$ cat config.mk
export PLATFORM = sky130hd
export DESIGN_NAME = fixed_divide_seq
export DESIGN_NICKNAME = d
export VERILOG_FILES = /design/src/rtl/fixed_divide_seq.sv
export SDC_FILE = /design/constraint.sdc
export NUM_CORES = 1
export LEC_CHECK = 0
export CAP_MARGIN = 20
export CORE_MARGIN = 3
export CORE_UTILIZATION = 34
export DETAILED_ROUTE_END_ITERATION = 8
export GPL_ROUTABILITY_DRIVEN = 1
export GPL_TIMING_DRIVEN = 1
export HOLD_SLACK_MARGIN = 0.05
export PLACE_DENSITY = 0.56
export SETUP_SLACK_MARGIN = 0.4
export SLEW_MARGIN = 40
export SYNTH_ARGS = -nofsm -noshare
export SYNTH_HDL_FRONTEND = slang
export SYNTH_SLANG_ARGS = --single-unit
$ cat constraint.sdc
create_clock -name clk -period 2.5 [get_ports clk]
set_clock_uncertainty 0.1 [all_clocks]
set_input_delay 0.5 -clock clk [delete_from_list [all_inputs] [get_ports clk]]
set_output_delay 0.5 -clock clk [all_outputs]
set_load 0.02 [all_outputs]
$ cat src/rtl/fixed_divide_seq.sv
`default_nettype none
// ============================================================================
// Module   : fixed_divide_seq
// Brief    : Sequential signed fixed-point restoring divider with saturation;
//            FIXED_DIVIDE_ROUND_EN enables round-half-away-from-zero.
// Revision : 1.0 - initial release
// ============================================================================
module fixed_divide_seq #(
    parameter int INT_W  = 8,
    parameter int FRAC_W = 8
) (
    input  logic                      clk,
    input  logic                      rst,
    input  logic                      in_valid,
    output logic                      in_ready,
    input  logic [INT_W+FRAC_W-1:0]   dividend,
    input  logic [INT_W+FRAC_W-1:0]   divisor,
    output logic                      out_valid,
    input  logic                      out_ready,
    output logic [INT_W+FRAC_W-1:0]   quotient,
    output logic                      overflow,
    output logic                      div_by_zero
);

    localparam int W     = INT_W + FRAC_W;
    localparam int ITERS = W + FRAC_W;
    localparam int RW    = W + 1;
    localparam int QW    = ITERS + 1;
    localparam int CNT_W = $clog2(ITERS + 1);

    localparam logic [W-1:0]     SAT_POS = {1'b0, {(W-1){1'b1}}};
    localparam logic [W-1:0]     SAT_NEG = {1'b1, {(W-1){1'b0}}};
    localparam logic [QW-1:0]    LIM_POS = {{(QW-W+1){1'b0}}, {(W-1){1'b1}}};
    localparam logic [QW-1:0]    LIM_NEG = {{(QW-W){1'b0}}, 1'b1, {(W-1){1'b0}}};
    localparam logic [CNT_W-1:0] CNT_INIT = CNT_W'(ITERS);

    typedef enum logic [1:0] {
        S_IDLE  = 2'd0,
        S_CALC  = 2'd1,
        S_FINAL = 2'd2,
        S_DONE  = 2'd3
    } state_t;

    state_t             state_q, state_d;
    logic [CNT_W-1:0]   cnt_q, cnt_d;
    logic [ITERS-1:0]   dvd_q, dvd_d;
    logic [RW-1:0]      dvs_q, dvs_d;
    logic [RW-1:0]      rem_q, rem_d;
    logic [ITERS-1:0]   quo_q, quo_d;
    logic               neg_q, neg_d;
    logic               zero_q, zero_d;
    logic               a_neg_q, a_neg_d;
    logic               a_zero_q, a_zero_d;
    logic               in_ready_q, in_ready_d;
    logic               out_valid_q, out_valid_d;
    logic [W-1:0]       quotient_q, quotient_d;
    logic               overflow_q, overflow_d;
    logic               dbz_q, dbz_d;

    // Magnitudes carry one extra bit so the most negative operand is exact.
    logic [RW-1:0]      w_a_ext, w_b_ext, w_a_mag, w_b_mag;
    logic [RW:0]        w_trial, w_diff;
    logic               w_ge;
    logic               w_round;
    logic [QW-1:0]      w_q_mag;
    logic [W-1:0]       w_q_lo;

    assign w_a_ext = {dividend[W-1], dividend};
    assign w_b_ext = {divisor[W-1], divisor};
    assign w_a_mag = dividend[W-1] ? (~w_a_ext + 1'b1) : w_a_ext;
    assign w_b_mag = divisor[W-1]  ? (~w_b_ext + 1'b1) : w_b_ext;

    assign w_trial = {rem_q, dvd_q[ITERS-1]};
    assign w_diff  = w_trial - {1'b0, dvs_q};
    assign w_ge    = (w_trial >= {1'b0, dvs_q});

`ifdef FIXED_DIVIDE_ROUND_EN
    assign w_round = ({rem_q, 1'b0} >= {1'b0, dvs_q});
`else
    assign w_round = 1'b0;
`endif
    assign w_q_mag = {1'b0, quo_q} + QW'(w_round);
    assign w_q_lo  = w_q_mag[W-1:0];

    always_comb begin
        state_d     = state_q;
        cnt_d       = cnt_q;
        dvd_d       = dvd_q;
        dvs_d       = dvs_q;
        rem_d       = rem_q;
        quo_d       = quo_q;
        neg_d       = neg_q;
        zero_d      = zero_q;
        a_neg_d     = a_neg_q;
        a_zero_d    = a_zero_q;
        in_ready_d  = in_ready_q;
        out_valid_d = out_valid_q;
        quotient_d  = quotient_q;
        overflow_d  = overflow_q;
        dbz_d       = dbz_q;

        case (state_q)
            S_IDLE: begin
                if (in_valid && in_ready_q) begin
                    neg_d      = dividend[W-1] ^ divisor[W-1];
                    dvd_d      = {w_a_mag[W-1:0], {FRAC_W{1'b0}}};
                    dvs_d      = w_b_mag;
                    zero_d     = (divisor == '0);
                    a_neg_d    = dividend[W-1];
                    a_zero_d   = (dividend == '0);
                    rem_d      = '0;
                    quo_d      = '0;
                    cnt_d      = CNT_INIT;
                    in_ready_d = 1'b0;
                    state_d    = S_CALC;
                end
            end
            S_CALC: begin
                rem_d = w_ge ? w_diff[RW-1:0] : w_trial[RW-1:0];
                quo_d = {quo_q[ITERS-2:0], w_ge};
                dvd_d = {dvd_q[ITERS-2:0], 1'b0};
                cnt_d = cnt_q - 1'b1;
                if (cnt_q == CNT_W'(1)) begin
                    state_d = S_FINAL;
                end
            end
            S_FINAL: begin
                overflow_d = 1'b0;
                dbz_d      = 1'b0;
                if (zero_q) begin
                    dbz_d      = 1'b1;
                    quotient_d = a_zero_q ? '0 : (a_neg_q ? SAT_NEG : SAT_POS);
                end else if (!neg_q && (w_q_mag > LIM_POS)) begin
                    quotient_d = SAT_POS;
                    overflow_d = 1'b1;
                end else if (neg_q && (w_q_mag > LIM_NEG)) begin
                    quotient_d = SAT_NEG;
                    overflow_d = 1'b1;
                end else begin
                    quotient_d = neg_q ? (~w_q_lo + 1'b1) : w_q_lo;
                end
                out_valid_d = 1'b1;
                state_d     = S_DONE;
            end
            S_DONE: begin
                // Result and flags hold until the consumer takes them.
                if (out_ready) begin
                    out_valid_d = 1'b0;
                    in_ready_d  = 1'b1;
                    state_d     = S_IDLE;
                end
            end
            default: state_d = S_IDLE;
        endcase
    end

    always_ff @(posedge clk) begin
        if (rst) begin
            state_q     <= S_IDLE;
            cnt_q       <= '0;
            dvd_q       <= '0;
            dvs_q       <= '0;
            rem_q       <= '0;
            quo_q       <= '0;
            neg_q       <= 1'b0;
            zero_q      <= 1'b0;
            a_neg_q     <= 1'b0;
            a_zero_q    <= 1'b0;
            in_ready_q  <= 1'b1;
            out_valid_q <= 1'b0;
            quotient_q  <= '0;
            overflow_q  <= 1'b0;
            dbz_q       <= 1'b0;
        end else begin
            state_q     <= state_d;
            cnt_q       <= cnt_d;
            dvd_q       <= dvd_d;
            dvs_q       <= dvs_d;
            rem_q       <= rem_d;
            quo_q       <= quo_d;
            neg_q       <= neg_d;
            zero_q      <= zero_d;
            a_neg_q     <= a_neg_d;
            a_zero_q    <= a_zero_d;
            in_ready_q  <= in_ready_d;
            out_valid_q <= out_valid_d;
            quotient_q  <= quotient_d;
            overflow_q  <= overflow_d;
            dbz_q       <= dbz_d;
        end
    end

    assign in_ready    = in_ready_q;
    assign out_valid   = out_valid_q;
    assign quotient    = quotient_q;
    assign overflow    = overflow_q;
    assign div_by_zero = dbz_q;

endmodule
`default_nettype wire

* Word-level counts from Yosys, hierarchy flattened *
Index checks and enable logic that the tools add are counted.

storage, ports and cells
  register bits = 113
  bits of input ports = 36
  output and inout bits = 20
  logic and storage cells = 79

cells by class
  add/sub/neg operators = 5
  magnitude comparators = 3
  equal/unequal tests = 7
  mux-type cells = 30
  bitwise logic cells = 4
  reductions and logical operators = 15

operators by type and width
  operator                                                         count
  two-way mux 16 bit                                               7
  case mux 24 bit (2 select lines)                                 2
  two-way mux 17 bit                                               3
  two-way mux 24 bit                                               2
  case mux 17 bit (2 select lines)                                 1
  adder 16 x 1 -> 16 bit, second input constant                    2
  zero test 16 bit                                                 2
  inverter 16 bit                                                  2
  greater-than comparator 24 x 15 -> 1 bit, second input constant  1
  greater-than comparator 24 x 16 -> 1 bit, second input constant  1
  greater-or-equal comparator 18 x 17 -> 1 bit                     1
  adder 17 x 1 -> 17 bit, second input constant                    1
  inverter 17 bit                                                  1
  subtractor 17 bit                                                1
  case mux 5 bit (2 select lines)                                  1
  case mux 2 bit (4 select lines)                                  1
  two-way mux 1 bit                                                7
  two-way mux 2 bit                                                3
  inequality test 2 bit, second input constant                     3
  AND reduction 2 bit                                              3
  AND reduction 3 bit                                              2
  nonzero test 2 bit                                               3
  equality test 5 x 1 -> 1 bit, second input constant              1
  two-way mux 5 bit                                                1
  8 further kinds                                                  12

* Logic depth before layout (Yosys ltp) *
Gate-level depths: netlist (run 1).

  depth after elaboration = 6
  gate-level depth with buffers = 11

* Worst setup path before layout (run 1) *
No wires, ideal clock.

  path kind = input to register
  from = input dividend[1]
  to = register dvd_q[20]
  setup time = 0.132 ns
  arrival = 2.215 ns
  data required time = 2.268 ns
  path slack = 0.053 ns
  cell stages on the path = 9
  buffers on the path = 0
  cell sequence = inv_1 > ha_1 > or3b_2 > or3_1 > o41ai_1 > xor2_1 > nand2_1 > o211ai_1 > a21oi_1

between the ends
  cells in the longest elaborated chain, start to end = 5

ends and longest elaborated chain
  item                              line  RTL
  start: declaration                16    input logic [INT_W+FRAC_W-1:0] dividend,
  inverter 16 bit                   70    assign w_a_mag = dividend[W-1] ? (~w_a_ext + 1'b1) : w_a_ext;
  adder 16 x 1 -> 16 bit            70
  two-way mux 16 bit                70
  two-way mux 24 bit                104   if (in_valid && in_ready_q) begin
  case mux 24 bit (2 select lines)  102   case (state_q)
  end signal: assignment            177   dvd_q <= dvd_d;
  end: declaration                  46    logic [ITERS-1:0] dvd_q, dvd_d;

No other way between the ends. The select of a mux whose other input is x is not followed.
A chain may end at the register's enable or synchronous reset.

* Worst setup path after layout (run 1) *
  from = register quo_q[0]
  to = register quotient_q[15], in the netlist quotient[15]

between the ends
  cells in the longest elaborated chain, start to end = 6

ends and longest elaborated chain
  item                      line  RTL
  start: declaration        49    logic [ITERS-1:0] quo_q, quo_d;
  start signal: assignment  180   quo_q <= quo_d;
  inverter 16 bit           140   quotient_d = neg_q ? (~w_q_lo + 1'b1) : w_q_lo;
  adder 16 x 1 -> 16 bit    140
  two-way mux 16 bit        140
  two-way mux 16 bit        136   end else if (neg_q && (w_q_mag > LIM_NEG)) begin
  two-way mux 16 bit *      133   end else if (!neg_q && (w_q_mag > LIM_POS)) begin
  two-way mux 16 bit *      130   if (zero_q) begin
  end signal: assignment    187   quotient_q <= quotient_d;
  end: declaration          56    logic [W-1:0] quotient_q, quotient_d;

Mark *: on every way between the ends. The rest lies on a longest branch, timed or not.

==> impl_metrics.env, run 1 <==
export IMPL_synth_area_top_cells="dfxtp_1 (36%), nor2_1 (6.4%), ha_1 (5.7%)"
export IMPL_async_flop_share=0
export IMPL_crit_path_cell_trace="inv_4 -> ha_4 -> or3b_4 -> or3_4 -> nor3_4 -> buf_6 -> a31oi_1 -> o211ai_1 -> a21oi_1"
export IMPL_root_buffer="clkbuf_16"
export IMPL_drtAntennaViolNets=0
export IMPL_gp_congestion=0.8769
export IMPL_finalCriticalPeriod_ns=2.435
export IMPL_syn_instance_count=722
export IMPL_drive_gt1_frac=0.2420
export IMPL_clkLatencyLatePin_ns=0.36
export IMPL_multi_input_area_um2=3974
export IMPL_path_buf_inv=2
export IMPL_min_path_type="primary input to flop"
export IMPL_setup_violations_final=0
export IMPL_grt_ovfl_total=0
export IMPL_synth_edf_count=0
export IMPL_yosysSeqAreaShare=0.3568
export IMPL_seqPwrFrac=0.210
export IMPL_coreArea_um2=16760
export IMPL_grt_pass1_wl_mm=27.79
export IMPL_timing_fmax_mhz=410.7
export IMPL_crit_required_ns=2.63
export IMPL_place_area_um2=7252
export IMPL_cp_start_kind="flop"
export IMPL_p_sw_frac=0.4199
export IMPL_final_area_um2=8104
export IMPL_rsz0062_at_grt="true"
export IMPL_cts_tree="done"
export IMPL_arrival_ns=2.56
export IMPL_critPathKind="flop to flop"
export IMPL_clock_sinks=105
export IMPL_slowest_stage="or3b_4"
export IMPL_nets=898
export IMPL_antenna_found_initial=0
export IMPL_cp_max_fo=8
export IMPL_synth_top_area_frac=0.3568
export IMPL_synth_common_cells="dfxtp_1 (105), nor2_1 (101), nand2_1 (63)"
export IMPL_avgSynthCellArea_um2=8.159
export IMPL_die_x_um=137.6
export IMPL_drv_cap=0
export IMPL_holdBufCountCts=0
export IMPL_power_switching_uw=4470
export IMPL_io_pins=56
export IMPL_finalHoldViolCount=0
export IMPL_first_iter_violations=313
export IMPL_grt_pass1_vias=5660
export IMPL_die_area_um2=18940
export IMPL_synth_most_common_cell="dfxtp_1"
export IMPL_slew_viol_final=0
export IMPL_cts_buffers=9
export IMPL_post_synth_top_area_cell="dfxtp_1"
export IMPL_tightest_slew_ns=0.7764
export IMPL_hpwl_mm=12.49
export IMPL_path_clk_slew_ns=0.08
export IMPL_drc=0
export IMPL_max_clock_path_buffers=2
export IMPL_hold_depth=2
export IMPL_wl_per_cell_um=16.37
export IMPL_via_per_inst=5.483
export IMPL_leakage_uw=0.003060
export IMPL_vias=5806
export IMPL_grt_max_degree=47
export IMPL_crit_family="simple AND/OR/NAND/NOR gates"
export IMPL_first_pass_iters=6
export IMPL_ys_types=63
export IMPL_io_buffers=55
export IMPL_status="finished clean"
export IMPL_cts_max_level=3
export IMPL_ys_ff_latch=105
export IMPL_p_comb_frac=0.650
export IMPL_intPower_uw=6176
export IMPL_start_util=0.3515
export IMPL_yosys_warnings=0
export IMPL_timing_final_crit_share=0.9739
export IMPL_track_usage=0.1824
export IMPL_cpPeakStageDelay_ns=0.38
export IMPL_rows=47
export IMPL_antennaDiodeCount=0
export IMPL_syn_to_final_growth_pct=37.57
export IMPL_end_kind="flop"
export IMPL_r2r_cells=9
export IMPL_wl_mm=17.34
export IMPL_final_seq_area_um2=2115
export IMPL_ys_flop_type="dfxtp_1"
export IMPL_maxSlewHeadroom=0.4818
export IMPL_syn_area_um2=5891
export IMPL_dieHeight_um=137.6
export IMPL_syn_num_nets=786
export IMPL_nFillCells=1575
export IMPL_p_total_uw=10650
export IMPL_power_density_nw_per_um2=1314
export IMPL_crit_cells=9
export IMPL_pwr_share_clk=0.140
export IMPL_vdd_drop_max_uv=911.0
[power groups by stage]
stage	logic, uW	clock network (uW)	registers [uW]
after floorplan	3740	0	2190
after global placement	5320	0	2240
after detailed placement	5420	0	2250
after CTS	6390	1550	2220
after global routing	7450	1600	2280
final	6920	1490	2240
[what timing repair did]
item | in CTS | in global routing
setup endpoints to repair | 57 | 54
pin swaps | 39 | 42
buffers inserted | 9 | 9
cloned | 1 | 0
gates resized for setup | 78 | 58
[cells in the final DEF, fill, tap and decap left out, drive strengths merged, types with 6 or more instances in the layout]
| cell | count |
|---|---|
| o21ai | 46 |
| nand4 | 6 |
| inv | 40 |
| dfxtp | 105 |
| a211oi | 23 |
| nand3 | 7 |
| a21o | 6 |
| nor2b | 6 |
| or3 | 6 |
| a31oi | 15 |
| o31ai | 13 |
| clkdlybuf4s50 | 39 |
| xor2 | 24 |
| a21oi | 30 |
| a41oi | 6 |
| xnor2 | 22 |
| a222oi | 10 |
| a32oi | 7 |
| o211ai | 11 |
| nor3 | 14 |
| a22oi | 27 |
| ha | 27 |
| mux2i | 11 |
| nand2 | 63 |
| buf | 89 |
| clkbuf | 10 |
| nor2 | 102 |
[registers in the layout (all words and copies together) (netlist names), 2 cells and up]
name      count
cnt_q         5
dvd_q        16
dvs_q        17
quo_q        24
quotient     16
rem_q        17
state_q       2
[cell type report]
type | instances | share of cell area
clock buffer | 9 | 0.02779
clock inverter | 7 | 0.01096
inverter | 38 | 0.02007
multi-input combinational | 542 | 0.4904
sequential | 105 | 0.2609
tap | 220 | 0.03397
timing repair buffer | 138 | 0.1559
[logic make-up (layout without fill, tap and decap cells)]
kind of cell    count (synthesis)  count (layout)  synth area share
flops                         105             105            0.3568
fa+ha+maj                      28              28           0.06075
xor+xnor                       46              46           0.06839
compound gates                223             223            0.2642
simple gates                  233             233            0.1810
buf+inv                        75             192           0.04821
mux                            12              12           0.02060
[stage by stage]
step	utilization	hold WS [ns]	worst slack (ns)	cells	setup TNS, ns
after floorplan	-	0.3303	0.1812	722	0
after global placement	0.4325	0.3497	-0.5440	1024	-5.642
after detailed placement	0.4327	0.3492	-0.6389	1024	-7.369
after CTS	0.4663	0.3367	0.04548	1050	0
after global routing	0.4835	0.3409	-0.02055	1059	-0.04600
final	0.4835	0.3436	0.06534	1059	0
[path summary, 6_finish.rpt]
kind | slack, ns | to | startpoint
worst max-delay path | 0.07 | quotient[15]$_SDFFE_PP0P_ | quo_q[0]$_SDFFE_PP0P_
worst min-delay path | 0.34 | cnt_q[3]$_SDFFE_PP0P_ | rst
worst max register to register | 0.07 | quotient[15]$_SDFFE_PP0P_ | quo_q[0]$_SDFFE_PP0P_
worst min register to register | 0.36 | dvs_q[16]$_SDFFE_PP0P_ | dvs_q[16]$_SDFFE_PP0P_
[layer usage]
| layer | track usage | vias to the layer above | wire length, um |
|---|---|---|---|
| met2 | 0.3126 | 140 | 8579 |
| met5 | 0 | - | 0 |
| met3 | 0.04492 | 10 | 717 |
| li1 | - | 2854 | - |
| met1 | 0.2319 | 2802 | 7904 |
| met4 | 0.03880 | 0 | 139 |
[worst register-to-register path: stages (launching register included)]
cell	delay, ns
dfxtp_4	0.37
inv_4	0.06
ha_4	0.13
or3b_4	0.38
or3_4	0.35
nor3_4	0.19
buf_6	0.17
a31oi_1	0.09
o211ai_1	0.35
a21oi_1	0.11
Note: power is estimated with default switching activity, not from simulation.
==> run 2, diff against run 1 <==
--- a/config.mk
+++ b/config.mk
@@ -6,6 +6,7 @@
 export NUM_CORES = 1
 export LEC_CHECK = 0
 export CAP_MARGIN = 20
+export CORE_ASPECT_RATIO = 1.4
 export CORE_MARGIN = 3
 export CORE_UTILIZATION = 34
 export DETAILED_ROUTE_END_ITERATION = 8
@@ -14,7 +15,6 @@
 export HOLD_SLACK_MARGIN = 0.05
 export PLACE_DENSITY = 0.56
 export SETUP_SLACK_MARGIN = 0.4
-export SLEW_MARGIN = 40
 export SYNTH_ARGS = -nofsm -noshare
 export SYNTH_HDL_FRONTEND = slang
 export SYNTH_SLANG_ARGS = --single-unit
==> impl_metrics.env, run 2 (same netlist as run 1, synthesis figures left out) <==
export IMPL_status="finished clean"
export IMPL_finalHoldViolCount=0
export IMPL_fin_util=0.4853
export IMPL_leakage_uw=0.003049
export IMPL_multi_input_area_um2=4113
export IMPL_antenna_found_initial=0
export IMPL_cts_tree="done"
export IMPL_coreArea_um2=16890
export IMPL_drtAntennaViolNets=0
export IMPL_end_kind="flop"
export IMPL_crit_path_cell_trace="inv_4 -> ha_4 -> or3b_4 -> or3_4 -> nor3_4 -> a31oi_4 -> a21oi_4 -> buf_4 -> o221ai_2 -> a31oi_1"
export IMPL_slowest_stage="dfxtp_4"
export IMPL_min_path_type="primary input to flop"
export IMPL_gp_congestion=0.8576
export IMPL_crit_required_ns=2.68
export IMPL_wl_per_cell_um=16.15
export IMPL_final_cell_mix="dfxtp_1 (99), nor2_1 (95), buf_4 (67)"
export IMPL_intPower_uw=6359
export IMPL_fin_tns_setup_ns=0
export IMPL_first_pass_iters=7
export IMPL_cpPeakStageDelay_ns=0.37
export IMPL_dieHeight_um=161.7
export IMPL_rows=56
export IMPL_path_clk_slew_ns=0.08
export IMPL_antennaDiodeCount=0
export IMPL_final_common_cell="dfxtp_1"
export IMPL_tightest_slew_ns=0.6230
export IMPL_vdd_drop_max_uv=846.1
export IMPL_seqPwrFrac=0.203
export IMPL_cp_start_kind="flop"
export IMPL_r2r_cells=10
export IMPL_die_x_um=117.2
export IMPL_track_usage=0.1836
export IMPL_pwr_share_clk=0.129
export IMPL_ff2ff_setup_slack_ns=0.08
export IMPL_largest_reg_flops=24
export IMPL_io_buffers=55
export IMPL_cts_max_level=3
export IMPL_root_buffer="clkbuf_16"
export IMPL_drc=0
export IMPL_drive_gt1_frac=0.2581
export IMPL_clkLatencyLatePin_ns=0.35
export IMPL_first_iter_violations=277
export IMPL_grt_pass1_vias=5747
export IMPL_power_switching_uw=4718
export IMPL_p_sw_frac=0.4259
export IMPL_critPathKind="flop to flop"
export IMPL_finalCriticalPeriod_ns=2.420
export IMPL_max_clock_path_buffers=2
export IMPL_power_density_nw_per_um2=1352
export IMPL_grt_max_degree=33
export IMPL_grt_pass1_wl_mm=28.00
export IMPL_wl_mm=17.27
export IMPL_vias=5753
export IMPL_syn_to_final_growth_pct=39.12
export IMPL_arrival_ns=2.60
export IMPL_hold_start="rst"
export IMPL_start_util=0.3488
export IMPL_cp_max_fo=6
export IMPL_die_area_um2=18960
export IMPL_nets=896
export IMPL_drv_cap=0
export IMPL_hpwl_mm=12.52
export IMPL_crit_end="quotient[11]$_SDFFE_PP0P_"
export IMPL_clock_sinks=105
export IMPL_rsz0062_at_grt="true"
export IMPL_timing_final_crit_share=0.9680
export IMPL_cp_startpoint="quo_q[0]$_SDFFE_PP0P_"
export IMPL_slew_viol_final=0
export IMPL_holdBufCountCts=0
export IMPL_maxSlewHeadroom=0.5841
export IMPL_reg_largest_list="quo_q x24, dvs_q x17, rem_q x17"
export IMPL_nFillCells=1613
export IMPL_timing_fmax_mhz=413.2
export IMPL_via_per_inst=5.382
export IMPL_final_seq_area_um2=2115
export IMPL_worstReg2RegStart="quo_q[0]$_SDFFE_PP0P_"
export IMPL_r2r_end="quotient[11]$_SDFFE_PP0P_"
export IMPL_p_comb_frac=0.668
export IMPL_cts_buffers=9
export IMPL_grt_ovfl_total=0
export IMPL_largest_register="quo_q"
export IMPL_io_pins=56
export IMPL_setup_violations_final=0
==> run 2: changes by cell type in the layout (fill, tap and decap cells not counted), sizes merged <==
cell	previous run	this run
clkinv	4	1
dlymetal6s2s	1	0
clkbuf	10	13
clkinvlp	0	2
bufinv	1	0
buf	89	88
dlygate4sd2	4	3
==> run 2: critical path, delay by kind of cell (launching register included) <==
family / cells / cell delay [ns]
AND/OR/NAND/NOR: 3 / 0.93
AO/OA/AOI/OAI: 4 / 0.61
flip-flops: 1 / 0.37
buffers and inverters: 2 / 0.21
adder cells (fa/ha/maj): 1 / 0.12
==> run 2: final cells by class <==
cell class | instances | share of cell area
multi-input cells | 542 | 0.5018
flip-flops and latches | 105 | 0.2580
repair buffers | 136 | 0.1490
well taps | 232 | 0.03542
clock buffers | 11 | 0.03084
inverters | 38 | 0.01954
clock inverters | 5 | 0.005344
==> run 2: stage by stage <==
step	power, uW	setup slack [ns]	instance area (um^2)	hold WS [ns]	std cells
after floorplan	5939	0.1812	6048	0.3303	722
after global routing	11780	0.002406	8195	0.3154	1069
after detailed placement	7750	-0.5775	7214	0.3509	1031
after global placement	7660	-0.5533	7214	0.3517	1031
after CTS	10480	0.08876	7836	0.3079	1058
final	11080	0.07991	8195	0.3106	1069
==> run 2: layer usage <==
metal | vias to the layer above | wire length (um) | track usage
li1 | 2848 | - | -
met1 | 2764 | 6917 | 0.2100
met2 | 108 | 9316 | 0.3383
met3 | 33 | 463 | 0.01864
met4 | 0 | 568 | 0.07616
met5 | - | 0 | 0
==> run 2: power groups by stage <==
stage | sequential [uW] | combinational, uW | clock [uW]
CTS | 2230 | 6790 | 1460
global placement | 2240 | 5410 | 0
finish | 2250 | 7390 | 1430
detailed placement | 2250 | 5500 | 0
floorplan | 2190 | 3740 | 0
global route | 2290 | 7970 | 1520
==> run 2: how the worst min path moves through the flow <==
stage / cells after the start / to / slack, ns
floorplan: 2 / dvs_q[16]$_SDFFE_PP0P_ / 0.33
global placement: 2 / dvs_q[16]$_SDFFE_PP0P_ / 0.35
detailed placement: 2 / dvs_q[16]$_SDFFE_PP0P_ / 0.35
CTS: 2 / cnt_q[0]$_SDFFE_PP0P_ / 0.31
global route: 2 / cnt_q[0]$_SDFFE_PP0P_ / 0.32
finish: 2 / cnt_q[0]$_SDFFE_PP0P_ / 0.31
==> run 2: what timing repair did <==
item	4_1_cts	5_1_grt
cloned	1	0
endpoints found under the setup margin	58	83
buffers inserted	10	11
endpoints found under the hold margin	0	0
pin swaps	44	41
resized for setup	97	65
==> run 3, diff against run 2 <==
==> constraint.sdc (replaced) <==
create_clock -name clk -period 2.5 [get_ports clk]
set_clock_uncertainty 0.1 [all_clocks]
set_input_delay 0.5 -clock clk [delete_from_list [all_inputs] [get_ports clk]]
set_output_delay 0.5 -clock clk [all_outputs]
set_load 0.05 [all_outputs]
==> impl_metrics.env, run 3 (same netlist as run 1, synthesis figures left out) <==
export IMPL_status="finished clean"
export IMPL_vdd_drop_max_uv=847.2
export IMPL_dieHeight_um=161.7
export IMPL_antenna_found_initial=0
export IMPL_start_util=0.3488
export IMPL_final_seq_area_um2=2115
export IMPL_final_common_cell="dfxtp_1"
export IMPL_grt_max_degree=33
export IMPL_path_clk_slew_ns=0.08
export IMPL_finalCriticalPeriod_ns=2.419
export IMPL_slowest_stage="dfxtp_4"
export IMPL_vias=5746
export IMPL_first_iter_violations=261
export IMPL_min_path_type="primary input to flop"
export IMPL_root_buffer="clkbuf_16"
export IMPL_antennaDiodeCount=0
export IMPL_max_clock_path_buffers=2
export IMPL_rows=56
export IMPL_cts_tree="done"
export IMPL_final_cell_mix="dfxtp_1 (99), nor2_1 (95), buf_4 (67)"
export IMPL_die_x_um=117.2
export IMPL_wl_per_cell_um=16.16
export IMPL_reg_largest_list="quo_q x24, dvs_q x17, rem_q x17"
export IMPL_drc=0
export IMPL_clock_sinks=105
export IMPL_crit_path_cell_trace="inv_4 -> ha_4 -> or3b_4 -> or3_4 -> nor3_4 -> a31oi_4 -> a21oi_4 -> buf_4 -> o221ai_2 -> a31oi_1"
export IMPL_syn_to_final_growth_pct=38.70
export IMPL_cpPeakStageDelay_ns=0.37
export IMPL_cp_max_fo=6
export IMPL_timing_final_crit_share=0.9678
export IMPL_via_per_inst=5.375
export IMPL_coreArea_um2=16890
export IMPL_rsz0062_at_grt="true"
export IMPL_cp_startpoint="quo_q[0]$_SDFFE_PP0P_"
export IMPL_multi_input_area_um2=4113
export IMPL_grt_pass1_vias=5743
export IMPL_setup_slack_ns=0.08058
export IMPL_crit_end="quotient[11]$_SDFFE_PP0P_"
export IMPL_track_usage=0.1836
export IMPL_pre_cts_slack_ns=-0.5775
export IMPL_cts_max_level=3
export IMPL_power_density_nw_per_um2=1360
export IMPL_cts_buffers=9
export IMPL_fin_util=0.4838
export IMPL_p_total_uw=11110
export IMPL_first_pass_iters=5
export IMPL_leakage_uw=0.003141
export IMPL_io_pins=56
export IMPL_crit_required_ns=2.68
export IMPL_arrival_ns=2.60
export IMPL_seqPwrFrac=0.203
export IMPL_power_switching_uw=4766
export IMPL_r2r_cells=10
export IMPL_intPower_uw=6345
export IMPL_largest_reg_flops=24
export IMPL_cp_start_kind="flop"
export IMPL_hold_slack_ns=0.3101
export IMPL_hpwl_mm=12.52
export IMPL_critPathKind="flop to flop"
export IMPL_timing_fmax_mhz=413.3
export IMPL_p_sw_frac=0.4289
export IMPL_end_kind="flop"
export IMPL_ff2ff_setup_slack_ns=0.08
export IMPL_io_buffers=55
export IMPL_setup_violations_final=0
export IMPL_grt_pass1_wl_mm=27.99
export IMPL_slew_viol_final=0
export IMPL_wl_mm=17.28
export IMPL_worstReg2RegStart="quo_q[0]$_SDFFE_PP0P_"
export IMPL_die_area_um2=18960
export IMPL_finalHoldViolCount=0
export IMPL_largest_register="quo_q"
export IMPL_maxSlewHeadroom=0.5899
export IMPL_holdBufCountCts=0
export IMPL_drtAntennaViolNets=0
export IMPL_pwr_share_clk=0.129
export IMPL_nFillCells=1626
export IMPL_drive_gt1_frac=0.2581
export IMPL_tightest_slew_ns=0.6144
export IMPL_r2r_end="quotient[11]$_SDFFE_PP0P_"
export IMPL_p_comb_frac=0.668
export IMPL_grt_ovfl_total=0
export IMPL_drv_cap=0
export IMPL_clkLatencyLatePin_ns=0.35
export IMPL_nets=896
export IMPL_gp_congestion=0.8576
==> run 3: how the worst min path moves through the flow <==
stage	end	cells after the start	from
CTS	cnt_q[0]$_SDFFE_PP0P_	2	rst
finish	cnt_q[0]$_SDFFE_PP0P_	2	rst
global route	cnt_q[0]$_SDFFE_PP0P_	2	rst
detailed placement	dvs_q[16]$_SDFFE_PP0P_	2	dvs_q[16]$_SDFFE_PP0P_
floorplan	dvs_q[16]$_SDFFE_PP0P_	2	dvs_q[16]$_SDFFE_PP0P_
global placement	dvs_q[16]$_SDFFE_PP0P_	2	dvs_q[16]$_SDFFE_PP0P_
==> run 3: layout make-up <==
| class | instances | share of cell area |
|---|---|---|
| tap | 232 | 0.03553 |
| multi-input combinational | 542 | 0.5034 |
| timing repair buffer | 136 | 0.1464 |
| clock inverter | 5 | 0.005360 |
| sequential | 105 | 0.2588 |
| inverter | 38 | 0.01960 |
| clock buffer | 11 | 0.03093 |
==> run 3: metal layers <==
layer,up-vias,GRT usage,part of all wire
met5,-,0,0
met4,0,0.07616,0.033
met3,33,0.01864,0.025
met2,102,0.3383,0.54
met1,2764,0.2097,0.40
li1,2847,-,-
==> run 3: timing repair <==
item	CTS	global route
endpoints found under the hold margin	0	0
gates resized for setup	117	65
cloned	1	0
endpoints found under the setup margin	78	83
setup buffers	10	11
pin swaps	44	41
==> run 3: metrics by stage <==
stage	instances	instance area (um^2)	setup TNS [ns]
floorplan	722	6048	0
global placement	1031	7214	-6.355
detailed placement	1031	7214	-6.826
CTS	1058	7811	0
global route	1069	8170	0
finish	1069	8170	0
==> run 3: power groups by stage <==
stage / sequential [uW] / clock (uW) / combinational (uW)
CTS: 2220 / 1460 / 6820
global route: 2290 / 1520 / 8000
global placement: 2240 / 0 / 5460
finish: 2250 / 1430 / 7430
floorplan: 2240 / 0 / 3740
detailed placement: 2250 / 0 / 5540
==> run 3: critical path, delay by kind of cell, from the launching register on <==
kind                       cells  cell delay, ns
AOI/OAI and AO/OA              4            0.61
buffers and inverters          2            0.21
adders and majority gates      1            0.12
DFF                            1            0.37
and+or+nand+nor                3            0.93
